`src/rtl/atm_pkg.sv`:
```
// rtl/atm_pkg.sv - shared constants for the ATM account back-end
package atm_pkg;

   localparam int NUM_ACCOUNTS = 10;
   localparam int INIT_BALANCE = 500;
   localparam int BAL_W        = 32;
   localparam int PIN_W        = 16;
   localparam int ACC_W        = 4;
   localparam int OP_W         = 3;
   localparam int ST_W         = 3;

   localparam logic [PIN_W-1:0] PIN_BASE = 16'h1230;

   localparam logic [OP_W-1:0] OP_BALANCE    = 3'd1;
   localparam logic [OP_W-1:0] OP_WITHDRAW   = 3'd2;
   localparam logic [OP_W-1:0] OP_DEPOSIT    = 3'd3;
   localparam logic [OP_W-1:0] OP_CHANGE_PIN = 3'd4;
   localparam logic [OP_W-1:0] OP_EXIT       = 3'd5;

   localparam logic [ST_W-1:0] ST_OK           = 3'd0;
   localparam logic [ST_W-1:0] ST_NOT_FOUND    = 3'd1;
   localparam logic [ST_W-1:0] ST_BAD_PIN      = 3'd2;
   localparam logic [ST_W-1:0] ST_INSUFFICIENT = 3'd3;
   localparam logic [ST_W-1:0] ST_OVERFLOW     = 3'd4;
   localparam logic [ST_W-1:0] ST_BAD_OP       = 3'd5;
   localparam logic [ST_W-1:0] ST_LOCKED       = 3'd6;

endpackage

```
`src/rtl/atm_authenticator.sv`:
```
// rtl/atm_authenticator.sv - account lookup, PIN compare and optional lockout (ATM_LOCKOUT_EN)
module atm_authenticator
   import atm_pkg::*;
#(
`ifdef ATM_LOCKOUT_EN
   parameter int NUM_ACCOUNTS = atm_pkg::NUM_ACCOUNTS,
   parameter int MAX_FAILS    = 3
`else
   parameter int NUM_ACCOUNTS = atm_pkg::NUM_ACCOUNTS
`endif
) (
`ifdef ATM_LOCKOUT_EN
   input  logic             clk,
   input  logic             rst,
   input  logic             op_valid,
`endif
   input  logic [ACC_W-1:0] acc_num,
   input  logic [PIN_W-1:0] pin,
   input  logic [PIN_W-1:0] pin_store [NUM_ACCOUNTS],
   output logic [ACC_W-1:0] acc_index,
   output logic             acc_found,
   output logic             acc_locked,
   output logic             acc_auth
);

   logic pin_match;

   // Index is forced to 0 for unknown accounts so the store is never read out of range
   always_comb begin
      acc_found = (int'(acc_num) < NUM_ACCOUNTS);
      acc_index = acc_found ? acc_num : '0;
      pin_match = acc_found && (pin == pin_store[acc_index]);
      acc_auth  = pin_match && !acc_locked;
   end

`ifdef ATM_LOCKOUT_EN
   localparam int CNT_W = $clog2(MAX_FAILS + 1);

   logic [CNT_W-1:0] fail_cnt [NUM_ACCOUNTS];

   assign acc_locked = acc_found && (fail_cnt[acc_index] == CNT_W'(MAX_FAILS));

   // Consecutive bad-PIN counters; a locked account stays locked until reset
   always_ff @(posedge clk or posedge rst) begin
      if (rst) begin
         for (int i = 0; i < NUM_ACCOUNTS; i++) fail_cnt[i] <= '0;
      end else if (op_valid && acc_found && !acc_locked) begin
         if (pin_match) fail_cnt[acc_index] <= '0;
         else           fail_cnt[acc_index] <= fail_cnt[acc_index] + 1'b1;
      end
   end
`else
   assign acc_locked = 1'b0;
`endif

endmodule

```
`src/rtl/atm_auth_functions.sv`:
```
// rtl/atm_auth_functions.sv - account store and transaction datapath; lockout via ATM_LOCKOUT_EN
module atm_auth_functions
   import atm_pkg::*;
#(
   parameter int NUM_ACCOUNTS = atm_pkg::NUM_ACCOUNTS,
   parameter int INIT_BALANCE = atm_pkg::INIT_BALANCE,
   parameter int MAX_FAILS    = 3
) (
   input  logic             clk,
   input  logic             rst,
   input  logic             op_valid,
   input  logic [OP_W-1:0]  operation,
   input  logic [ACC_W-1:0] acc_num,
   input  logic [PIN_W-1:0] pin,
   input  logic [PIN_W-1:0] new_pin,
   input  logic [BAL_W-1:0] amount,
   output logic [ACC_W-1:0] acc_index,
   output logic             acc_found,
   output logic             acc_auth,
   output logic             done,
   output logic [ST_W-1:0]  status,
   output logic [BAL_W-1:0] balance
);

   logic [BAL_W-1:0] bal_store [NUM_ACCOUNTS];
   logic [PIN_W-1:0] pin_store [NUM_ACCOUNTS];

   logic             acc_locked;
   logic [BAL_W-1:0] cur_bal;
   logic [BAL_W:0]   dep_sum;
   logic [ST_W-1:0]  res_status;
   logic [BAL_W-1:0] res_balance;
   logic             bal_we;
   logic [BAL_W-1:0] bal_next;
   logic             pin_we;

   atm_authenticator #(
`ifdef ATM_LOCKOUT_EN
      .NUM_ACCOUNTS (NUM_ACCOUNTS),
      .MAX_FAILS    (MAX_FAILS)
`else
      .NUM_ACCOUNTS (NUM_ACCOUNTS)
`endif
   ) u_auth (
`ifdef ATM_LOCKOUT_EN
      .clk        (clk),
      .rst        (rst),
      .op_valid   (op_valid),
`endif
      .acc_num    (acc_num),
      .pin        (pin),
      .pin_store  (pin_store),
      .acc_index  (acc_index),
      .acc_found  (acc_found),
      .acc_locked (acc_locked),
      .acc_auth   (acc_auth)
   );

   // Outcome of the presented request, checked in priority order
   always_comb begin
      cur_bal     = bal_store[acc_index];
      dep_sum     = {1'b0, cur_bal} + {1'b0, amount};
      res_status  = ST_OK;
      res_balance = '0;
      bal_we      = 1'b0;
      bal_next    = cur_bal;
      pin_we      = 1'b0;
      if (!acc_found) begin
         res_status = ST_NOT_FOUND;
      end else if (acc_locked) begin
         res_status = ST_LOCKED;
      end else if (!acc_auth) begin
         res_status = ST_BAD_PIN;
      end else begin
         case (operation)
            OP_BALANCE: res_balance = cur_bal;
            OP_WITHDRAW: begin
               if (amount > cur_bal) begin
                  res_status  = ST_INSUFFICIENT;
                  res_balance = cur_bal;
               end else begin
                  bal_we      = 1'b1;
                  bal_next    = cur_bal - amount;
                  res_balance = cur_bal - amount;
               end
            end
            OP_DEPOSIT: begin
               if (dep_sum[BAL_W]) begin
                  res_status = ST_OVERFLOW;
               end else begin
                  bal_we      = 1'b1;
                  bal_next    = dep_sum[BAL_W-1:0];
                  res_balance = dep_sum[BAL_W-1:0];
               end
            end
            OP_CHANGE_PIN: begin
               pin_we      = 1'b1;
               res_balance = cur_bal;
            end
            OP_EXIT: res_balance = '0;
            default: res_status = ST_BAD_OP;
         endcase
      end
   end

   // Stores and result registers; only the addressed account is written
   always_ff @(posedge clk or posedge rst) begin
      if (rst) begin
         for (int i = 0; i < NUM_ACCOUNTS; i++) begin
            bal_store[i] <= BAL_W'(INIT_BALANCE);
            pin_store[i] <= PIN_BASE + PIN_W'(i);
         end
         done    <= 1'b0;
         status  <= ST_OK;
         balance <= '0;
      end else begin
         done <= op_valid;
         if (op_valid) begin
            status  <= res_status;
            balance <= res_balance;
            if (bal_we) bal_store[acc_index] <= bal_next;
            if (pin_we) pin_store[acc_index] <= new_pin;
         end
      end
   end

endmodule

```
`config.mk`:
```
export PLATFORM = sky130hd
export DESIGN_NAME = atm_auth_functions
export DESIGN_NICKNAME = d
export VERILOG_FILES = /design/src/rtl/atm_pkg.sv /design/src/rtl/atm_authenticator.sv /design/src/rtl/atm_auth_functions.sv
export SDC_FILE = /design/constraint.sdc
export NUM_CORES = 1
export LEC_CHECK = 0
export ABC_AREA = 1
export BUFFER_PORTS_ARGS = -buffer_cell sky130_fd_sc_hd__buf_2
export CAP_MARGIN = 20
export CORE_UTILIZATION = 55
export CTS_CLUSTER_DIAMETER = 50
export DETAILED_ROUTE_END_ITERATION = 10
export PLACE_DENSITY = 0.76
export SYNTH_ARGS = -nofsm -noshare
export SYNTH_HDL_FRONTEND = slang
export SYNTH_SLANG_ARGS = --single-unit
```
`constraint.sdc`:
```
create_clock -name clk -period 17.5 [get_ports clk]
set_clock_uncertainty 0.1 [all_clocks]
set_input_delay 3.5 -clock clk [delete_from_list [all_inputs] [get_ports clk]]
set_output_delay 3.5 -clock clk [all_outputs]
set_load 0.1 [all_outputs]
```
==> Word level (Yosys, flattened, before mapping) <==
Cells that the tools add are included.
{ "totals": {"ff_bits": 516, "wordCells": 77} }
{ "op_classes": {"n_addsub": 2, "n_lt_le_gt_ge": 4, "eq_ne": 6, "muxes": 35, "bitwise_logic": 1, "reduce_logical": 6} }
{ "ops": {"columns": ["operator", "count"], "rows": [
  ["$bwmux W320", 1],
  ["$mux W32", 10],
  ["$bwmux W160", 1],
  ["$bmux W32 S4", 1],
  ["$demux W32 S4", 1],
  ["$pmux W32 S3", 1],
  ["$bmux W16 S4", 1],
  ["$demux W16 S4", 1],
  ["$pmux W32 S2", 1],
  ["$mux W16", 3],
  ["$add A32 B32 Y33", 1],
  ["$gt A32 B32 Y1", 1],
  ["$sub A32 B32 Y32", 1],
  ["$eq A16 B16 Y1", 1],
  ["$mux W3", 3],
  ["$pmux W3 S3", 1],
  ["$mux W1", 7],
  ["$eq A3 B2 Y1 const B", 2],
  ["$eq A3 B3 Y1 const B", 2],
  ["$ge A5 B5 Y1 const B", 1],
  ["$lt A5 B1 Y1 const B", 1],
  ["$not A4 Y5", 1],
  ["$lt A4 B4 Y1 const B", 1],
  ["$mux W4", 1],
  ["7 further kinds", 9]
]} }

==> Logic depth before layout (Yosys ltp) <==
Gate-level depths: netlist of run 1.
{ "logic_depth": {"depth_word": 12, "ltp_mapped": 35} }

==> Modules after synthesis <==
A second synthesis of run 1 with hierarchy kept.
{ "hier_totals": {"hier_cells": 4397, "area_unflattened_um2": 30499.3} }
{ "by_module_without_submodules": {"columns": ["module", "instances", "cells_each", "area_per_inst_um2", "seq_area_each_um2"], "rows": [
  ["atm_auth_functions", 1, 3954, 28514.8, 13056.3],
  ["atm_authenticator", 1, 443, 1984.4, 0.0]
]} }

==> Least setup slack after synthesis of run 1 <==
OpenSTA, ideal clock, no wires.
{ "synth_path": {"kind": "input-to-output", "start": "in acc_num[2]", "end": "out acc_auth", "arrival_time_ns": 6.283, "t_required_ns": 13.900, "path_slack_ns": 7.617, "stages": 17, "path_buffers": 2, "path_cell_list": "o21ai_2 -> buf_6 -> nand2_4 -> inv_1 -> nor2_1 -> o21ai_0 -> o211ai_1 -> nand2_1 -> nand3_1 -> nand2_1 -> nand2_1 -> nor2_1 -> nand3_1 -> nor2_4 -> nand2_4 -> inv_1 -> buf_2"} }
{ "synth_between": {"elab_chain_len": 8} }
{ "synth_lines": {"columns": ["element", "line_no", "rtl"], "rows": [
  ["start, declared", "atm_auth_functions.sv:13", "input logic [ACC_W-1:0] acc_num,"],
  ["$lt A4 B4 Y1", "atm_authenticator.sv:30", "acc_found = (int'(acc_num) < NUM_ACCOUNTS);"],
  ["named net acc_found", "atm_auth_functions.sv:18", "output logic acc_found,"],
  ["$mux W4", "atm_authenticator.sv:31", "acc_index = acc_found ? acc_num : '0;"],
  ["named net acc_index[0]", "atm_auth_functions.sv:17", "output logic [ACC_W-1:0] acc_index,"],
  ["$not A4 Y5 (implied by the code)", "atm_authenticator.sv:32", "pin_match = acc_found && (pin == pin_store[acc_index]);"],
  ["$bmux W16 S4", "atm_authenticator.sv:32", null],
  ["$mux W16 (implied by the code) (2 in series)", "atm_authenticator.sv:32", null],
  ["$eq A16 B16 Y1", "atm_authenticator.sv:32", null],
  ["$logic_and A1 B1 Y1", "atm_authenticator.sv:32", null],
  ["end, declared", "atm_auth_functions.sv:19", "output logic acc_auth,"]
]} }
The timed path passes the listed nets, and every way through them passes these cells. The select of a mux whose other input is x is not followed.

==> Worst setup path after layout of run 1 <==
{ "layout_path": {"start": "in acc_num[1]", "end": "reg bal_store[124] in the netlist's numbering"} }
{ "layout_between": {"elab_chain_len": 12, "word_cells_on_any_way": 31, "classes_between": "2 x add/sub; 4 x order compare; 1 x eq/ne; 20 x mux; 1 x bitwise; 3 x reduce/logical"} }
{ "layout_lines": {"columns": ["element", "line_no", "rtl"], "rows": [
  ["$lt A4 B4 Y1", "atm_authenticator.sv:30", null],
  ["$mux W4", "atm_authenticator.sv:31", null],
  ["$not A4 Y5 (implied by the code)", "atm_authenticator.sv:32, atm_auth_functions.sv:61, atm_auth_functions.sv:121", null],
  ["$bmux W32 S4", "atm_auth_functions.sv:61", "cur_bal = bal_store[acc_index];"],
  ["$mux W32 (implied by the code) (2 in series)", "atm_auth_functions.sv:61", null],
  ["$add A32 B32 Y33 (tied with other cells)", "atm_auth_functions.sv:62", "dep_sum = {1'b0, cur_bal} + {1'b0, amount};"],
  ["$mux W32 (tied with other cells)", "atm_auth_functions.sv:88", "if (dep_sum[BAL_W]) begin"],
  ["$pmux W32 S2 or $pmux W1 S2 (tied branches)", "atm_auth_functions.sv:75", "case (operation)"],
  ["$mux W32 or $mux W1 (tied branches)", "atm_auth_functions.sv:72", "end else if (!acc_auth) begin"],
  ["$mux W32 or $mux W1 (tied branches)", "atm_auth_functions.sv:68", "if (!acc_found) begin"],
  ["$bwmux W320 or $reduce_and A2 Y1 (tied branches)", null, null],
  ["end signal, assigned by index", "atm_auth_functions.sv:110", "bal_store[i] <= BAL_W'(INIT_BALANCE);"],
  ["end signal, assigned by index", "atm_auth_functions.sv:121", "if (bal_we) bal_store[acc_index] <= bal_next;"],
  ["end, declared", "atm_auth_functions.sv:25", "logic [BAL_W-1:0] bal_store [NUM_ACCOUNTS];"]
]} }
Parallel ways exist; a longest one is shown, timed or not. The select of a mux whose other input is x is not followed.
A chain may end at the register's enable or synchronous reset.

==> results of run 1 <==
synth_stat cells (all sizes together), types with 6 or more instances:
library cell  count
o32ai            24
a22oi            28
nor4             12
buf             138
o21a              7
a31oi             8
nand3           128
xor2             38
o22ai           115
clkbuf           67
nor3             17
a22o              8
a21oi           160
nand4            24
nand2          1438
dfrtp           401
dfstp           115
nand3b           15
o21bai            6
inv             365
o211ai           29
or2              14
o2111ai          13
ha               63
o21ai           427
nor2            208
cell families (layout without fill, tap and decap cells):
family	Yosys count	in the layout	share of synthesized area
simple gates	1860	1860	0.2622
flops	516	516	0.4458
other cells	0	1	0
xor+xnor	41	41	0.01226
fa+ha+maj	65	65	0.02828
compound gates	843	843	0.1644
buf+inv	572	629	0.08699
area by class of cell:
class | count | area, µm²
fillers | 4738 | 20550
repair buffers | 149 | 930.9
inverters | 367 | 1386
clock buffers | 86 | 1719
diodes | 1 | 2.502
well taps | 688 | 860.8
multi-input cells | 2809 | 13720
clock inverters | 27 | 332.8
flip-flops and latches | 516 | 13060
stage by stage:
stage	power, mW	setup WS, ns
6_report	3.125	4.071
5_1_grt	3.214	3.747
4_1_cts	3.108	4.360
3_5_place_dp	1.827	3.807
3_3_place_gp	1.831	3.750
2_1_floorplan	1.616	6.986
state kept, by name, summed over array words and instances, names as in the netlist:
signal,count
bal_store,320
balance,32
done,1
pin_store,160
status,3
worst register-to-register path, cell delays in order, from the launching register on:
cell	delay, ns
dfrtp_1	0.37
nor3_1	0.08
nor3_1	0.48
nand2_1	0.20
a41oi_1	0.82
ha_1	0.37
inv_1	0.14
a21oi_1	0.20
o21ai_0	0.21
a21oi_1	0.27
nor3_1	0.07
nor2_1	0.11
nand2_1	0.43
inv_1	0.68
nand2_1	0.60
nand2_1	0.29
nand4_1	0.12
buf_4	0.31
nor2_8	0.62
inv_2	0.39
nand2_1	0.16
nand2_1	0.07
power groups by stage:
| stage | Combinational, mW | Clock, mW | Sequential, mW |
|---|---|---|---|
| 6_report | 0.636 | 1.29 | 1.20 |
| 5_1_grt | 0.679 | 1.34 | 1.19 |
| 4_1_cts | 0.615 | 1.30 | 1.20 |
| 3_5_place_dp | 0.611 | 0 | 1.22 |
| 3_3_place_gp | 0.615 | 0 | 1.22 |
| 2_1_floorplan | 0.395 | 0 | 1.22 |
layout by cell type (no fill, tap or decap), types with 24 or more instances in the layout:
cell       netlist  routed
o32ai_1         24      24
o21ai_0        253     253
nand3_1        120     120
dfrtp_1        401     401
buf_4           24      26
o21ai_1        164     164
o211ai_1        29      29
clkbuf_16        0      60
buf_2           75     115
ha_1            63      63
nand4_1         24      24
xor2_1          38      38
o22ai_1        115     115
dfstp_2        115     115
inv_1          351     349
nand2_1       1433    1430
nor2_1         192     188
a21oi_1        160     159
a22oi_1         28      28
routing by layer:
metal  up-vias  GRT usage  routed length [µm]
li1      12730          -                   -
met1     13070     0.4763               38330
met2      1458     0.5826               45590
met3       346    0.06434                9367
met4         0     0.2010                5512
met5         -          0                   0
worst min path at each step:
stage                        start        endpoint  slack [ns]  cells after the start
finish              bal_store[165]  bal_store[165]        0.37                      2
global placement    bal_store[297]  bal_store[297]        0.35                      2
global route        bal_store[133]  bal_store[133]        0.38                      2
CTS                 bal_store[165]  bal_store[165]        0.37                      2
detailed placement  bal_store[297]  bal_store[297]        0.35                      2
floorplan           bal_store[241]  bal_store[241]        0.34                      2
==> flow_metrics.py, run 1 <==
metrics = {
    "synth": {
        "synth_area_um2": 29290,
        "yosysTopAreaCellShare": 0.3426,
        "ys_warn_count": 0,
        "seq_area_frac_synth": 0.4458,
        "syn_avg_cell_area_um2": 7.515,
        "synth_edf_count": 0,
        "ys.flop_type": "dfrtp_1",
        "syn_nets": 4036,
        "yosysUniqueCellTypes": 56,
        "synthCells": 3897,
        "synth_area_leader_cell": "dfrtp_1",
        "synth_seq_cells": 516,
        "synthTopCellsByArea": "dfrtp_1, nand2_1, dfstp_2",
        "synthArstFlopShare": 1.000,
    },
    "status": {
        "outcome": "finished clean",
    },
    "cts": {
        "max-clock-path-buffers": 3,
        "cts_buffers": 60,
        "cts_root_buf": "clkbuf_16",
        "cts_tree": "yes",
        "cts_hold_buffers": 0,
        "h-tree-depth": 2,
        "post-cts-setup-buffers": 0,
        "clk_pin_slew_ns": 0.06,
        "clk_latency_ns": 0.67,
        "cts_resized": 0,
        "cts.sink_count": 516,
    },
    "die": {
        "io_pins": 116,
        "core-area_um2": 52550,
        "dieArea_um2": 54170,
        "fp.dieW_um": 232.8,
        "start_util": 0.5573,
        "num_rows": 84,
        "die_y_um": 232.8,
    },
    "sta": {
        "drv_slew": 0,
        "fin_tns_setup_ns": 0,
        "period_needed_ns": 13.43,
        "setup_viol": 0,
        "hold_slack_ns": 0.3658,
        "finalHoldViolCount": 0,
        "worstMarginPinSlew_ns": 1.164,
        "fmax_mhz": 74.47,
        "relSlewSlack": 0.2240,
        "final.period_utilization": 0.7674,
        "rsz0062_at_grt": "false",
    },
    "worst_setup_path": {
        "crit_top_cell": "nand2_1",
        "path_class": "input port to flip-flop",
        "critPathTopFamily": "simple AND/OR/NAND/NOR gates",
        "rr_startpoint": "bal_store[211]",
        "crit_path_end": "bal_store[124]",
        "cp_slowest_cell": "o21ai_2",
        "critPathLaunch": "acc_num[1]",
        "endpoint_kind": "flip-flop",
        "rrSetupSlack_ns": 10.30,
        "startpoint_type": "input port",
        "required_ns": 17.93,
        "timing.rr.end": "bal_store[124]",
        "crit_fanout": 45,
        "arrival_ns": 13.86,
        "slowest_delay_ns": 0.90,
        "reg2regPathDepth": 21,
        "worst-path-buf-inv": 7,
        "crit_cells": 28,
    },
    "global_routing": {
        "grt_max_degree": 152,
        "grt-ovfl-total": 0,
        "grt_usage": 0.3668,
        "first_global_vias": 26380,
        "antenna_found_initial": 1,
        "grt_pass1_wl_um": 151900,
    },
    "final_layout": {
        "layout-drive-gt1-share": 0.1103,
        "syn_to_final_growth_pct": 9.284,
        "utilization": 0.6090,
        "stdcell_count": 4643,
        "fin_nets": 4042,
        "fin_area_um2": 32000,
    },
    "pwr": {
        "p_leak_nw": 16.37,
        "swShare": 0.3272,
        "pwr-share-comb": 0.204,
        "power_frac_clock": 0.414,
        "p_seq_frac": 0.383,
        "net-switching-power_mw": 1.023,
        "cellInternalPower_mw": 2.102,
        "ir_worst_vdd_mv": 0.09329,
        "p_per_area_nw_per_um2": 97.64,
    },
    "drt": {
        "antenna_left": 0,
        "drc": 0,
        "wl_per_cell_um": 21.28,
        "num_vias": 27600,
        "vias_per_cell": 5.945,
        "drt_wl_total_um": 98800,
        "drt_first_pass_iters": 7,
        "drt_iter0_markers": 3322,
    },
    "place": {
        "dpl_cell_area_um2": 29840,
        "gp_congestion": 1.045,
        "io_buffers": 115,
        "dp.cells": 4524,
        "hpwl_um": 68510,
    },
    "flow_run": {
        "cap_violations": 0,
    },
    "min_path": {
        "min_path_type": "flip-flop to flip-flop",
    },
}
No activity file was read; power rests on OpenSTA's default activity.
==> run 2, diff against run 1 <==
Clock period 17.5 ns to 10.96 ns, I/O delays scaled along.
==> run 2 against run 1 <==
Effect of this change: hold slack worse by 0.0031 ns; critical path type is now input port to primary output; critical endpoint is now acc_auth; setup slack worse by 2.5 ns; die area unchanged; largest power group unchanged; highest routed layer unchanged.
==> flow_metrics.py, run 2 (same netlist as run 1, synthesis figures left out) <==
metrics = {
    "worst_setup_path": {
        "path_class": "input port to primary output",
        "worst-path-buf-inv": 5,
        "required_ns": 8.67,
        "cp_slowest_cell": "inv_2",
        "startpoint_type": "input port",
        "crit_chain": "buf_2 > o21ai_2 > o21ai_4 > inv_2 > buf_4 > o22ai_1 > o21ai_1 > nand3_1 > nand2_1 > nand2_1 > nor2_1 > nand3_1 > nor2_4 > nand2_4 > inv_1 > buf_2",
        "endpoint_kind": "primary output",
        "critPathTopFamily": "buffers and inverters",
        "slowest_delay_ns": 0.75,
        "crit_fanout": 32,
        "arrival_ns": 7.07,
    },
    "sta": {
        "setup_viol": 0,
        "fmax_mhz": 106.9,
        "finalHoldViolCount": 0,
        "period_needed_ns": 9.358,
        "relSlewSlack": 0.2716,
        "fin_tns_setup_ns": 0,
        "worstMarginPinSlew_ns": 1.091,
        "rsz0062_at_grt": "false",
        "final.period_utilization": 0.8539,
        "layout_setup_ws_ns": 1.602,
        "drv_slew": 0,
    },
    "die": {
        "fp.dieW_um": 232.8,
        "io_pins": 116,
        "dieArea_um2": 54170,
        "start_util": 0.5573,
        "core-area_um2": 52550,
        "die_y_um": 232.8,
        "num_rows": 84,
    },
    "global_routing": {
        "grt_max_degree": 185,
        "grt-ovfl-total": 0,
        "first_global_vias": 26200,
        "grt_pass1_wl_um": 151000,
        "antenna_found_initial": 2,
        "grt_usage": 0.3619,
    },
    "final_layout": {
        "reg_top3": "bal_store x320, pin_store x160, balance x32",
        "nFillCells": 4759,
        "layout-drive-gt1-share": 0.1142,
        "syn_to_final_growth_pct": 9.215,
        "final_common_cell": "nand2_1",
        "regMostFlops": "bal_store",
        "final_cell_mix": "nand2_1, dfrtp_1, inv_1",
        "largest_reg_flops": 320,
        "stdcell_count": 4654,
        "fin_nets": 4054,
        "utilization": 0.6086,
        "fin_area_um2": 31980,
    },
    "drt": {
        "antenna_left": 0,
        "drt_first_pass_iters": 6,
        "num_vias": 27740,
        "drc": 0,
        "wl_per_cell_um": 21.07,
        "drt_wl_total_um": 98050,
        "vias_per_cell": 5.960,
        "drt_iter0_markers": 3145,
    },
    "place": {
        "io_buffers": 115,
        "dpl_cell_area_um2": 29970,
        "post-place-ws_ns": 1.582,
        "gp_congestion": 1.086,
        "hpwl_um": 65630,
        "dp.cells": 4542,
    },
    "status": {
        "outcome": "finished clean",
    },
    "cts": {
        "cts.sink_count": 516,
        "max-clock-path-buffers": 3,
        "cts_root_buf": "clkbuf_16",
        "cts_resized": 0,
        "post-cts-setup-buffers": 0,
        "cts_hold_buffers": 0,
        "cts_tree": "yes",
        "clk_pin_slew_ns": 0.06,
        "cts_buffers": 58,
        "h-tree-depth": 2,
        "clk_latency_ns": 0.66,
    },
    "pwr": {
        "p_leak_nw": 16.41,
        "ir_worst_vdd_mv": 0.1270,
        "p_per_area_nw_per_um2": 154.1,
    },
    "flow_run": {
        "cap_violations": 0,
    },
    "min_path": {
        "min_path_type": "flip-flop to flip-flop",
    },
}
==> run 2: changes by cell type in the layout (fill, tap and decap cells not counted), sizes merged <==
cell	previous run	this run
buf	149	163
bufinv	4	5
clkbuf	86	74
clkinv	10	25
clkinvlp	8	4
inv	372	369
==> run 2: where the power goes <==
part	total, mW	internal (mW)	switching, mW
clock	2.01	1.16	0.856
sequential	1.91	1.91	0.000550
combinational	1.01	0.255	0.751
==> run 2: final cells by class <==
type / count / area (µm²) / share of cell area
Antenna cell: 1 / 2.502 / 0.00007824
Clock buffer: 74 / 1592 / 0.04976
Clock inverter: 36 / 402.9 / 0.01260
Inverter: 367 / 1386 / 0.04334
Multi-Input combinational cell: 2809 / 13720 / 0.4288
Sequential cell: 516 / 13060 / 0.4082
Tap cell: 688 / 860.8 / 0.02691
Timing Repair Buffer: 163 / 968.4 / 0.03028
==> run 2: per-stage QoR <==
step	hold slack (ns)	power [mW]
global placement	0.3488	2.919
floorplan	0.3367	2.580
detailed placement	0.3519	2.909
CTS	0.3613	4.902
finish	0.3627	4.929
global route	0.3722	5.080
==> run 2: metal layers <==
layer / wire, µm / vias to the layer above / track usage
met4: 4549 / 0 / 0.1712
met1: 39170 / 13210 / 0.4760
met2: 44690 / 1527 / 0.5725
li1: - / 12730 / -
met5: 0 / - / 0
met3: 9640 / 271 / 0.07328
==> run 2: worst paths after layout <==
check,from,to,slack (ns),cells after the start
worst min-delay path,bal_store[72],bal_store[72],0.36,2
worst min register to register,bal_store[72],bal_store[72],0.36,2
min in group asynchronous,rst,pin_store[51],1.49,2
max in group asynchronous,rst,balance[27],7.09,4
worst max-delay path,acc_num[1],acc_auth,1.60,16
worst max register to register,bal_store[128],bal_store[251],5.36,23
==> run 2: tightest hold or removal path: cells and delay by family, from the launching register on <==
| kind | cells | cell delay (ns) |
|---|---|---|
| simple gates | 2 | 0.09 |
| flops | 1 | 0.37 |
